==> src/rtl/seg_capture_pkg.sv <==
// -----------------------------------------------------------------------------
// seg_capture_pkg
// Shared definitions for the 7-segment readback capture block:
//   - active-low segment patterns {g,f,e,d,c,b,a} for digits 0-9 and blank
//   - capture FSM state encoding
//   - scan slot indices (slot N is driven while an[N] is low)
//   - decode result struct and the anode-to-slot helper
// -----------------------------------------------------------------------------
package seg_capture_pkg;

  localparam logic [6:0] SEG_0     = 7'h40;
  localparam logic [6:0] SEG_1     = 7'h79;
  localparam logic [6:0] SEG_2     = 7'h24;
  localparam logic [6:0] SEG_3     = 7'h30;
  localparam logic [6:0] SEG_4     = 7'h19;
  localparam logic [6:0] SEG_5     = 7'h12;
  localparam logic [6:0] SEG_6     = 7'h02;
  localparam logic [6:0] SEG_7     = 7'h78;
  localparam logic [6:0] SEG_8     = 7'h00;
  localparam logic [6:0] SEG_9     = 7'h10;
  localparam logic [6:0] SEG_BLANK = 7'h7F;

  typedef enum logic [1:0] {
    S_SYNC    = 2'd0,
    S_COLLECT = 2'd1,
    S_PUBLISH = 2'd2
  } state_t;

  localparam logic [1:0] SLOT0 = 2'd0;
  localparam logic [1:0] SLOT1 = 2'd1;
  localparam logic [1:0] SLOT2 = 2'd2;
  localparam logic [1:0] SLOT3 = 2'd3;

  typedef struct packed {
    logic       blank;
    logic       err;
    logic [3:0] digit;
  } seg_dec_t;

  // Returns {valid, slot}; valid only when exactly one anode is driven low.
  function automatic logic [2:0] an_to_slot(input logic [3:0] an);
    logic [2:0] res;
    case (an)
      4'b0111: res = {1'b1, SLOT3};
      4'b1011: res = {1'b1, SLOT2};
      4'b1101: res = {1'b1, SLOT1};
      4'b1110: res = {1'b1, SLOT0};
      default: res = 3'b000;
    endcase
    return res;
  endfunction

endpackage

==> src/rtl/seg7_decode.sv <==
// -----------------------------------------------------------------------------
// seg7_decode
// Combinational inverse of the 7-segment encoder.
//   i: seg [6:0]  active-low segments {g,f,e,d,c,b,a}
//   o: dec        {blank, err, digit}; blank reads digit 0, unknown reads 4'hF
// -----------------------------------------------------------------------------
module seg7_decode
  import seg_capture_pkg::*;
(
  input  logic [6:0] seg,
  output seg_dec_t   dec
);

  // Pattern lookup; anything outside the digit/blank table is flagged.
  always_comb begin
    dec = '{blank: 1'b0, err: 1'b0, digit: 4'h0};
    case (seg)
      SEG_0:     dec.digit = 4'd0;
      SEG_1:     dec.digit = 4'd1;
      SEG_2:     dec.digit = 4'd2;
      SEG_3:     dec.digit = 4'd3;
      SEG_4:     dec.digit = 4'd4;
      SEG_5:     dec.digit = 4'd5;
      SEG_6:     dec.digit = 4'd6;
      SEG_7:     dec.digit = 4'd7;
      SEG_8:     dec.digit = 4'd8;
      SEG_9:     dec.digit = 4'd9;
      SEG_BLANK: dec.blank = 1'b1;
      default: begin
        dec.err   = 1'b1;
        dec.digit = 4'hF;
      end
    endcase
  end

endmodule

==> src/rtl/seg_display_capture.sv <==
// -----------------------------------------------------------------------------
// seg_display_capture
// Watches a multiplexed 7-segment drive (an/seg), decodes each scanned digit
// back to BCD and publishes complete MT:MO:ST:SO frames on a valid/ready port.
// A frame is one scan of anodes 3,2,1,0 in that order.
//
// Parameters: SETTLE_CYCLES  - clk cycles {an,seg} must hold before sampling
//             TIMEOUT_CYCLES - clk cycles without a captured digit -> stalled
// Ports:
//   clk, rst_n (async active-low)
//   an[3:0], seg[6:0]     active-low display drive, asynchronous to clk
//   mt, mo, st, so        captured digits for an[3]..an[0] (4'hF = undecodable)
//   blank, digit_err      per-slot flags, bit N belongs to an[N]
//   out_valid/out_ready   frame handshake; outputs hold while stalled by ready
//   overrun, seq_err      sticky error flags, cleared by clr_flags pulse
//   stalled               no digit captured for TIMEOUT_CYCLES
// Build option: SEG_CAPTURE_CHANGE_ONLY_EN - publish only frames that differ
//   from the last published one (identical frames are dropped silently).
// -----------------------------------------------------------------------------
module seg_display_capture
  import seg_capture_pkg::*;
#(
  parameter int SETTLE_CYCLES  = 4,
  parameter int TIMEOUT_CYCLES = 1048576
) (
  input  logic       clk,
  input  logic       rst_n,
  input  logic [3:0] an,
  input  logic [6:0] seg,
  output logic [3:0] mt,
  output logic [3:0] mo,
  output logic [3:0] st,
  output logic [3:0] so,
  output logic [3:0] blank,
  output logic [3:0] digit_err,
  output logic       out_valid,
  input  logic       out_ready,
  output logic       overrun,
  output logic       seq_err,
  output logic       stalled,
  input  logic       clr_flags
);

  localparam int SC_W = $clog2(SETTLE_CYCLES + 1);
  localparam int TO_W = $clog2(TIMEOUT_CYCLES + 1);

  logic [10:0]           r_sync1;
  logic [10:0]           r_sync2;
  logic [10:0]           r_last;
  logic [SC_W-1:0]       r_stab_cnt;
  logic [TO_W-1:0]       r_to_cnt;

  state_t                r_state;
  seg_dec_t [3:0]        r_slot;
  seg_dec_t [3:0]        r_out_slot;
  logic [1:0]            r_last_slot;
  logic                  r_await_start;
  logic                  r_out_valid;
  logic                  r_overrun;
  logic                  r_seq_err;
  logic                  r_stalled;
`ifdef SEG_CAPTURE_CHANGE_ONLY_EN
  logic                  r_pub_seen;
`endif

  logic                  w_changed;
  logic                  w_sample;
  logic [2:0]            w_slot_info;
  logic [1:0]            w_slot;
  logic                  w_to_hit;
  logic                  w_dup;
  seg_dec_t              w_dec;

  // Two-flop synchronizer on the whole display bus; idle value is all-off.
  always_ff @(posedge clk or negedge rst_n) begin
    if (!rst_n) begin
      r_sync1 <= 11'h7FF;
      r_sync2 <= 11'h7FF;
    end else begin
      r_sync1 <= {an, seg};
      r_sync2 <= r_sync1;
    end
  end

  assign w_changed   = (r_sync2 != r_last);
  assign w_slot_info = an_to_slot(r_last[10:7]);
  assign w_slot      = w_slot_info[1:0];
  // Exactly one sample per stable period: the counter passes SETTLE-1 once and then parks.
  assign w_sample    = !w_changed && (r_stab_cnt == SC_W'(SETTLE_CYCLES - 1)) && w_slot_info[2];
  assign w_to_hit    = (r_to_cnt == TO_W'(TIMEOUT_CYCLES));

  // Stability counter: restarts on any bus change, saturates at SETTLE_CYCLES.
  always_ff @(posedge clk or negedge rst_n) begin
    if (!rst_n) begin
      r_last     <= 11'h7FF;
      r_stab_cnt <= '0;
    end else begin
      r_last <= r_sync2;
      if (w_changed) begin
        r_stab_cnt <= '0;
      end else if (r_stab_cnt != SC_W'(SETTLE_CYCLES)) begin
        r_stab_cnt <= r_stab_cnt + 1'b1;
      end
    end
  end

  // Idle timer between captured digits, saturating at TIMEOUT_CYCLES.
  always_ff @(posedge clk or negedge rst_n) begin
    if (!rst_n) begin
      r_to_cnt <= '0;
    end else if (w_sample) begin
      r_to_cnt <= '0;
    end else if (!w_to_hit) begin
      r_to_cnt <= r_to_cnt + 1'b1;
    end
  end

  seg7_decode u_decode (
    .seg (r_last[6:0]),
    .dec (w_dec)
  );

  // The holding register always holds the last published frame, so it doubles as the compare reference.
`ifdef SEG_CAPTURE_CHANGE_ONLY_EN
  assign w_dup = r_pub_seen && (r_slot == r_out_slot);
`else
  assign w_dup = 1'b0;
`endif

  // Capture FSM, holding register and status flags.
  always_ff @(posedge clk or negedge rst_n) begin
    if (!rst_n) begin
      r_state       <= S_SYNC;
      r_slot        <= '0;
      r_out_slot    <= '0;
      r_last_slot   <= SLOT3;
      r_await_start <= 1'b0;
      r_out_valid   <= 1'b0;
      r_overrun     <= 1'b0;
      r_seq_err     <= 1'b0;
      r_stalled     <= 1'b0;
`ifdef SEG_CAPTURE_CHANGE_ONLY_EN
      r_pub_seen    <= 1'b0;
`endif
    end else begin
      // Clears first so that a same-cycle error set below wins.
      if (clr_flags) begin
        r_overrun <= 1'b0;
        r_seq_err <= 1'b0;
      end
      if (r_out_valid && out_ready) begin
        r_out_valid <= 1'b0;
      end
      if (w_sample) begin
        r_stalled <= 1'b0;
      end else if (w_to_hit) begin
        r_stalled <= 1'b1;
      end

      case (r_state)
        S_SYNC: begin
          if (w_sample && (w_slot == SLOT3)) begin
            r_slot[SLOT3] <= w_dec;
            r_last_slot   <= SLOT3;
            r_await_start <= 1'b0;
            r_state       <= S_COLLECT;
          end
        end
        S_COLLECT: begin
          if (w_sample) begin
            if (r_await_start) begin
              // Just published: wait quietly for the next slot3, like S_SYNC.
              if (w_slot == SLOT3) begin
                r_slot[SLOT3] <= w_dec;
                r_last_slot   <= SLOT3;
                r_await_start <= 1'b0;
              end
            end else if (w_slot == r_last_slot) begin
              r_slot[w_slot] <= w_dec;
            end else if (w_slot == (r_last_slot - 2'd1)) begin
              r_slot[w_slot] <= w_dec;
              r_last_slot    <= w_slot;
              if (w_slot == SLOT0) begin
                r_state <= S_PUBLISH;
              end
            end else if (w_slot == SLOT3) begin
              r_slot[SLOT3] <= w_dec;
              r_last_slot   <= SLOT3;
            end else begin
              r_seq_err <= 1'b1;
              r_state   <= S_SYNC;
            end
          end else if (w_to_hit) begin
            r_state <= S_SYNC;
          end
        end
        S_PUBLISH: begin
          if (w_dup) begin
            r_out_slot <= r_out_slot;
          end else if (!r_out_valid || out_ready) begin
            r_out_slot  <= r_slot;
            r_out_valid <= 1'b1;
`ifdef SEG_CAPTURE_CHANGE_ONLY_EN
            r_pub_seen  <= 1'b1;
`endif
          end else begin
            r_overrun <= 1'b1;
          end
          r_await_start <= 1'b1;
          r_state       <= S_COLLECT;
        end
        default: begin
          r_state <= S_SYNC;
        end
      endcase
    end
  end

  assign mt        = r_out_slot[3].digit;
  assign mo        = r_out_slot[2].digit;
  assign st        = r_out_slot[1].digit;
  assign so        = r_out_slot[0].digit;
  assign blank     = {r_out_slot[3].blank, r_out_slot[2].blank, r_out_slot[1].blank, r_out_slot[0].blank};
  assign digit_err = {r_out_slot[3].err, r_out_slot[2].err, r_out_slot[1].err, r_out_slot[0].err};
  assign out_valid = r_out_valid;
  assign overrun   = r_overrun;
  assign seq_err   = r_seq_err;
  assign stalled   = r_stalled;

endmodule

==> config.mk <==
export PLATFORM = sky130hd
export DESIGN_NAME = seg_display_capture
export DESIGN_NICKNAME = d
export VERILOG_FILES = /design/src/rtl/seg_capture_pkg.sv /design/src/rtl/seg7_decode.sv /design/src/rtl/seg_display_capture.sv
export SDC_FILE = /design/constraint.sdc
export NUM_CORES = 1
export LEC_CHECK = 0
export ABC_AREA = 1
export ABC_CLOCK_PERIOD_IN_PS = 4800
export CAP_MARGIN = 0
export CORE_MARGIN = 2
export CORE_UTILIZATION = 45
export DETAILED_ROUTE_END_ITERATION = 8
export SETUP_SLACK_MARGIN = 0.1
export SLEW_MARGIN = 5
export SYNTH_ARGS = -nofsm -noshare
export SYNTH_HDL_FRONTEND = slang
export SYNTH_SLANG_ARGS = --single-unit
==> constraint.sdc <==
create_clock -name clk -period 4.8 [get_ports clk]
set_clock_uncertainty 0.05 [all_clocks]
set_input_delay 0.96 -clock clk [delete_from_list [all_inputs] [get_ports clk]]
set_output_delay 0.96 -clock clk [all_outputs]
set_load 0.01 [all_outputs]
==> metrics.txt, run 1 <==
# TYPE chip_impl_metric gauge
chip_impl_info{name="status",value="completed"} 1
chip_impl_metric{name="grt_use_total",unit=""} 0.176
chip_impl_metric{name="holdPathStages",unit=""} 0
chip_impl_info{name="clk_root_buffer_cell",value="clkbuf_16"} 1
chip_impl_metric{name="drc_errors",unit=""} 0
chip_impl_metric{name="number_of_flops_mapped_to_enable_cells_by_yosys",unit=""} 0
chip_impl_info{name="synth_top_flop_cell",value="dfrtp_1"} 1
chip_impl_metric{name="r2r_worst_path_depth",unit=""} 11
chip_impl_metric{name="finish.net_count",unit=""} 661
chip_impl_metric{name="setup_viol_count_final",unit=""} 0
chip_impl_metric{name="worst_slew_pin_slew",unit="ns"} 1.05
chip_impl_metric{name="floorplan.initialDensity",unit=""} 0.463
chip_impl_metric{name="cap_viol_max_count",unit=""} 0
chip_impl_metric{name="met1_length",unit="mm"} 4.69
chip_impl_metric{name="remaining_number_of_nets_flagged_by_the_antenna_check_after_routing",unit=""} 0
chip_impl_info{name="tritoncts",value="built"} 1
chip_impl_metric{name="critPathArrivalTime",unit="ns"} 2.68
chip_impl_metric{name="routed_via_density",unit=""} 4.95
chip_impl_metric{name="floorplan.die.height",unit="microns"} 113
chip_impl_metric{name="clock_tree.htree_level_count",unit=""} 4
chip_impl_metric{name="final.period_utilization",unit=""} 0.509
chip_impl_metric{name="met3RoutedLength",unit="microns"} 408
chip_impl_metric{name="finalWorstPathRequiredPeriod",unit="ns"} 2.44
chip_impl_info{name="timing.critical_path.to_type",value="flip-flop"} 1
chip_impl_info{name="criticalPathCategory",value="primary input to flip-flop"} 1
chip_impl_metric{name="static-leakage-power",unit="nW"} 3.12
chip_impl_metric{name="worst_skew_late_latency",unit="ns"} 0.41
chip_impl_metric{name="routed-via-count",unit=""} 3917
chip_impl_metric{name="synth.net_count",unit=""} 609
chip_impl_metric{name="post_cts.repair.setup_buffers",unit=""} 0
chip_impl_metric{name="seq_area_frac_synth",unit=""} 0.545
chip_impl_metric{name="totalNegativeSetupSlack",unit="ns"} 0
chip_impl_metric{name="fmaxAchievable",unit="MHz"} 409
chip_impl_metric{name="numCtsBuffers",unit=""} 17
chip_impl_metric{name="dp.final_hpwl",unit="mm"} 7.11
chip_impl_metric{name="syn_area",unit="sq mm"} 0.00531
chip_impl_metric{name="timing.reg2reg.setup_slack",unit="ns"} 2.38
chip_impl_metric{name="post_drt_wl_per_cell",unit="microns"} 12.6
chip_impl_info{name="critical_path.startpoint_type",value="primary input"} 1
chip_impl_metric{name="rows",unit=""} 39
chip_impl_metric{name="cts.hold.buffers_added",unit=""} 0
chip_impl_metric{name="post_route_cells_drive_above_1_share",unit=""} 0.182
chip_impl_metric{name="async_reset_ff_frac",unit=""} 1.00
chip_impl_info{name="r2r_start",value="r_last[7]"} 1
chip_impl_metric{name="place.port_buffers",unit=""} 42
chip_impl_metric{name="pin_count",unit=""} 43
chip_impl_info{name="hold_start",value="r_sync1[0]"} 1
chip_impl_metric{name="synth_register_bits",unit=""} 114
chip_impl_metric{name="power.total",unit="mW"} 2.22
chip_impl_metric{name="design.core.area",unit="sq mm"} 0.0115
chip_impl_info{name="whs_endpoint",value="r_sync2[0]"} 1
chip_impl_metric{name="clock-sinks",unit=""} 114
chip_impl_info{name="hold_path_class",value="flip-flop to flip-flop"} 1
chip_impl_metric{name="netlist-cell-type-count",unit=""} 36
chip_impl_metric{name="synth_cells",unit=""} 584
chip_impl_metric{name="slew_headroom",unit=""} 0.297
chip_impl_metric{name="grt_pass1_vias",unit=""} 3846
chip_impl_metric{name="die_area",unit="sq mm"} 0.0127
chip_impl_info{name="rsz0062_at_grt",value="no"} 1
chip_impl_metric{name="grt_antenna_before_repair",unit=""} 0
chip_impl_metric{name="synthesis.yosys.warnings",unit=""} 0
chip_impl_metric{name="powerDensity",unit="mW/mm^2"} 347
chip_impl_info{name="final_common_cell",value="nand2_1"} 1
chip_impl_metric{name="worstPathMaxFanout",unit=""} 30
chip_impl_info{name="maxUsedRoutingLayer",value="met4"} 1
chip_impl_metric{name="post-route-cell-area",unit="sq mm"} 0.00640
chip_impl_info{name="final_cell_mix",value="nand2_1, dfrtp_1, inv_1"} 1
chip_impl_metric{name="cp.required",unit="ns"} 5.04
chip_impl_metric{name="clkTransAtPathRegs",unit="ns"} 0.05
chip_impl_metric{name="chip_width",unit="microns"} 113
chip_impl_metric{name="grt_first_pass_wirelength",unit="mm"} 17.6
chip_impl_metric{name="place_area",unit="sq mm"} 0.00586
chip_impl_metric{name="vdd_drop_max",unit="V"} 0.000242
chip_impl_metric{name="drt_iter0_markers",unit=""} 158
chip_impl_metric{name="grt_overflow",unit=""} 0
chip_impl_metric{name="areaGrowthSynthToFinish",unit="%"} 20.6
chip_impl_metric{name="n_antenna_cell",unit=""} 0
chip_impl_metric{name="place_congestion",unit=""} 0.859
chip_impl_metric{name="number_of_detailed_route_iterations_in_the_first_pass",unit=""} 4
chip_impl_metric{name="grt_max_degree",unit=""} 48
chip_impl_metric{name="maxSlewViolCount",unit=""} 0
chip_impl_metric{name="wl_met2",unit="mm"} 4.68
chip_impl_metric{name="hold_violations",unit=""} 0
chip_impl_metric{name="totalWireLength",unit="mm"} 9.96
chip_impl_metric{name="post_synth.cell_area_avg",unit="sq um"} 9.09
chip_impl_metric{name="cts-root-to-sink-buffers",unit=""} 2
chip_impl_metric{name="post_cts_resized",unit=""} 0
[per-layer routing]
layer  vias up  track usage
met3        14       0.0632
met2        70        0.273
met4         0       0.0789
met5         -            0
met1      1832        0.221
li1       2001            -
[synth_stat cells (all sizes together) (3+ instances only)]
master | count | area share
a211oi | 3 | 0.0042
a21oi | 23 | 0.022
buf | 6 | 0.0080
clkbuf | 5 | 0.0038
dfrtp | 79 | 0.37
dfstp | 35 | 0.17
ha | 10 | 0.024
inv | 78 | 0.055
mux2 | 18 | 0.038
nand2 | 144 | 0.11
nand3 | 33 | 0.034
nand4 | 13 | 0.015
nor2 | 58 | 0.054
nor3 | 12 | 0.011
nor4 | 4 | 0.0047
o2111ai | 3 | 0.0049
o21ai | 43 | 0.045
xnor2 | 6 | 0.0099
xor2 | 4 | 0.0066
[power by group]
part / internal (mW) / switching (mW) / total, mW
Sequential: 0.989 / 0.0129 / 1.00
Clock: 0.677 / 0.460 / 1.14
Combinational: 0.0290 / 0.0552 / 0.0843
[worst max-delay path by stage]
stage | to | from | slack (ns) | cells past startpoint
after floorplan | blank[0] | out_ready | 2.78 | 5
after global placement | blank[0] | out_ready | 1.95 | 5
after detailed placement | blank[0] | out_ready | 1.90 | 5
after CTS | blank[0] | out_ready | 2.35 | 5
after global routing | flip-flop | r_last[7] | 2.11 | 11
final | st[3] | out_ready | 2.36 | 5
[kinds of logic (layout without fill, tap and decap cells)]
kind of cell / after synthesis / in the layout / synth area share
buffers and inverters: 89 / 154 / 0.0669
and+or+nand+nor: 265 / 265 / 0.226
AOI/OAI and AO/OA: 78 / 78 / 0.0832
DFF: 114 / 114 / 0.545
muxes: 18 / 18 / 0.0382
xor gates and xnor gates: 10 / 10 / 0.0165
adders and majority gates: 10 / 10 / 0.0236
[per-stage QoR]
stage | setup WS, ns | hold WS [ns] | utilization | instances
global route | 2.11 | 0.308 | 0.558 | 792
CTS | 2.35 | 0.305 | 0.558 | 792
detailed placement | 1.90 | 0.297 | 0.511 | 760
global placement | 1.95 | 0.295 | 0.511 | 760
finish | 2.36 | 0.304 | 0.558 | 792
floorplan | 2.78 | 0.295 | - | 584
[critical path: stages]
cell             delay, ns
clkdlybuf4s50_1       0.40
inv_1                 0.05
nand2_1               0.07
nand2_1               0.77
mux2_2                0.42
[cell type report]
class | instances | area, sq um
clock inverter | 14 | 105
tap | 143 | 179
fill | 1014 | 5060
clock buffer | 18 | 439
inverter | 78 | 293
sequential | 114 | 2900
multi-input combinational | 381 | 2060
timing repair buffer | 44 | 433
Note: power is estimated with default switching activity, not from simulation.
==> run 2, diff against run 1 <==
ABC_CLOCK_PERIOD_IN_PS = 2050   (was 4800)
PLACE_DENSITY = 0.67   (was unset)
clock period = 2.05 ns   (was 4.8 ns; I/O delays follow)
==> run 2 against run 1 <==
Net effect: the run now ends with negative setup slack left; non-clock buffer count up 47; worst setup slack worse by 2.5 ns; core utilization up 7.6 points; largest cell class unchanged; die area unchanged; count of clock-buffer cells in the layout up 1.
==> metrics.txt, run 2 (synthesis results as in run 1) <==
# TYPE chip_impl_metric gauge
chip_impl_metric{name="netSwitchingFraction",unit=""} 0.243
chip_impl_metric{name="number_of_detailed_route_iterations_in_the_first_pass",unit=""} 5
chip_impl_metric{name="remaining_number_of_nets_flagged_by_the_antenna_check_after_routing",unit=""} 0
chip_impl_info{name="final_cell_mix",value="nand2_1, dfrtp_1, inv_1"} 1
chip_impl_metric{name="place_congestion",unit=""} 0.885
chip_impl_metric{name="place_area",unit="sq mm"} 0.00602
chip_impl_metric{name="drc_errors",unit=""} 0
chip_impl_metric{name="chip_width",unit="microns"} 113
chip_impl_metric{name="grt_antenna_before_repair",unit=""} 0
chip_impl_info{name="clk_root_buffer_cell",value="clkbuf_16"} 1
chip_impl_metric{name="drt_iter0_markers",unit=""} 260
chip_impl_metric{name="n_antenna_cell",unit=""} 0
chip_impl_info{name="timing.critical_path.to_type",value="flip-flop"} 1
chip_impl_metric{name="area.sequential",unit="sq mm"} 0.00290
chip_impl_metric{name="grt_overflow",unit=""} 0
chip_impl_metric{name="post_drt_wl_per_cell",unit="microns"} 14.4
chip_impl_metric{name="cts-root-to-sink-buffers",unit=""} 2
chip_impl_metric{name="worst_skew_late_latency",unit="ns"} 0.42
chip_impl_metric{name="grt_first_pass_wirelength",unit="mm"} 20.1
chip_impl_metric{name="instances_no_fill",unit=""} 841
chip_impl_metric{name="routed_via_density",unit=""} 5.14
chip_impl_metric{name="clkTransAtPathRegs",unit="ns"} 0.06
chip_impl_info{name="criticalPathCategory",value="flip-flop to flip-flop"} 1
chip_impl_metric{name="routed-via-count",unit=""} 4320
chip_impl_metric{name="hold_violations",unit=""} 0
chip_impl_info{name="failed_checks",value="negative setup slack"} 1
chip_impl_metric{name="finalWorstSetupSlack",unit="ns"} -0.137
chip_impl_metric{name="dp.final_hpwl",unit="mm"} 7.59
chip_impl_metric{name="vdd_drop_max",unit="V"} 0.000612
chip_impl_info{name="r2r_start",value="r_last[7]"} 1
chip_impl_info{name="critical_path.startpoint_type",value="flip-flop"} 1
chip_impl_metric{name="totalWireLength",unit="mm"} 12.1
chip_impl_info{name="tritoncts",value="built"} 1
chip_impl_metric{name="setup_viol_count_final",unit=""} 25
chip_impl_metric{name="power.share.sequential",unit=""} 0.438
chip_impl_info{name="rsz0062_at_grt",value="yes"} 1
chip_impl_metric{name="hold_slack",unit="ns"} 0.305
chip_impl_metric{name="areaGrowthSynthToFinish",unit="%"} 36.9
chip_impl_metric{name="post-route-cell-area",unit="sq mm"} 0.00727
chip_impl_metric{name="finish.net_count",unit=""} 710
chip_impl_info{name="status",value="complete, but fails checks"} 1
chip_impl_metric{name="slew_headroom",unit=""} 0.735
chip_impl_info{name="final_common_cell",value="nand2_1"} 1
chip_impl_metric{name="clock-sinks",unit=""} 114
chip_impl_metric{name="numCtsBuffers",unit=""} 17
chip_impl_metric{name="finalWorstPathRequiredPeriod",unit="ns"} 2.19
chip_impl_info{name="hold_start",value="r_sync1[10]"} 1
chip_impl_metric{name="clock_power_share",unit=""} 0.508
chip_impl_metric{name="p_switching",unit="mW"} 1.30
chip_impl_metric{name="cp.required",unit="ns"} 2.31
chip_impl_info{name="hold_path_class",value="flip-flop to flip-flop"} 1
chip_impl_metric{name="layout.filler_cells",unit=""} 881
chip_impl_metric{name="grt_use_total",unit=""} 0.199
chip_impl_metric{name="static-leakage-power",unit="nW"} 3.47
chip_impl_metric{name="final.period_utilization",unit=""} 1.07
chip_impl_metric{name="floorplan.initialDensity",unit=""} 0.463
chip_impl_metric{name="rows",unit=""} 39
chip_impl_metric{name="critPathArrivalTime",unit="ns"} 2.45
chip_impl_metric{name="fmaxAchievable",unit="MHz"} 457
chip_impl_metric{name="grt_pass1_vias",unit=""} 4317
chip_impl_metric{name="place.port_buffers",unit=""} 42
chip_impl_metric{name="placed_cells",unit=""} 777
chip_impl_metric{name="pin_count",unit=""} 43
chip_impl_metric{name="power.total",unit="mW"} 5.36
chip_impl_metric{name="totalNegativeSetupSlack",unit="ns"} -1.33
chip_impl_metric{name="r2r_worst_path_depth",unit=""} 13
chip_impl_metric{name="combinational_share_of_power",unit=""} 0.054
chip_impl_metric{name="maxSlewViolCount",unit=""} 0
chip_impl_metric{name="clock_tree.htree_level_count",unit=""} 4
chip_impl_metric{name="cap_viol_max_count",unit=""} 0
chip_impl_metric{name="power_report.internal_total",unit="mW"} 4.05
chip_impl_metric{name="timing.reg2reg.setup_slack",unit="ns"} -0.14
chip_impl_metric{name="floorplan.die.height",unit="microns"} 113
chip_impl_metric{name="powerDensity",unit="mW/mm^2"} 737
chip_impl_metric{name="area_of_the_multi_input_gates",unit="sq mm"} 0.00246
chip_impl_metric{name="grt_max_degree",unit=""} 37
chip_impl_metric{name="worst_slew_pin_slew",unit="ns"} 0.397
chip_impl_info{name="setup.worst_path.start",value="r_last[7]"} 1
chip_impl_metric{name="design.core.area",unit="sq mm"} 0.0115
chip_impl_metric{name="post_route_cells_drive_above_1_share",unit=""} 0.345
chip_impl_metric{name="die_area",unit="sq mm"} 0.0127
chip_impl_metric{name="worstPathMaxFanout",unit=""} 6
## run 2: cell types whose count changed in the layout (fill, tap and decap cells not counted), sizes merged
cell	delta
dlygate4sd3	+1
clkinv	-2
buf	+46
clkbuf	+1
nand2	+2
clkinvlp	+1
## run 2: repair_timing
action	in CTS	in global routing
endpoints found under the setup margin	32	42
hold buffers	1	0
hold endpoints to repair	4	0
cloned	2	1
resized for setup	46	79
pin swaps	20	25
buffers inserted	22	6
## run 2: how the worst min path moves through the flow
stage | endpoint | slack, ns | cells past startpoint
after floorplan | asynchronous set/reset pin | 0.06 | 0
after global placement | asynchronous set/reset pin | 0.28 | 1
after detailed placement | asynchronous set/reset pin | 0.28 | 1
after CTS | r_sync2[9] | 0.31 | 0
after global routing | r_sync2[2] | 0.31 | 0
final | r_sync2[10] | 0.30 | 0
## run 2: worst max-delay path, cell delays in order (launching register included)
cell,delay (ns)
dfstp_2,0.55
inv_1,0.07
nor2_1,0.16
nand2_2,0.09
buf_4,0.15
nand3_2,0.08
nand2_2,0.07
nor2_4,0.14
nor2_4,0.07
nor2_1,0.10
nand4_1,0.20
buf_6,0.21
nand2_1,0.07
o21ai_1,0.06
## run 2: layout make-up
class,instances,share of cell area
well taps,143,0.0246
multi-input cells,383,0.338
flip-flops and latches,114,0.398
repair buffers,91,0.122
clock buffers,19,0.0625
clock inverters,13,0.0136
inverters,78,0.0410
## run 2: per-stage QoR
step,utilization,setup slack [ns]
floorplan,-,0.116
global placement,0.525,0.0178
detailed placement,0.525,-0.0198
CTS,0.605,0.0508
global route,0.634,-0.281
finish,0.634,-0.137
## run 2: power groups by stage
stage	sequential, mW	clock, mW	combinational (mW)
global placement	2.38	0	0.217
detailed placement	2.38	0	0.223
CTS	2.34	2.76	0.265
floorplan	2.37	0	0.111
finish	2.35	2.72	0.287
global route	2.35	2.89	0.320
## run 2: routing by layer
layer / wire length (microns) / vias up / track usage
li1: - / 2098 / -
met1: 5010 / 2108 / 0.242
met2: 6430 / 93 / 0.335
met3: 468 / 21 / 0.0567
met4: 233 / 0 / 0.0797
met5: 0 / - / 0
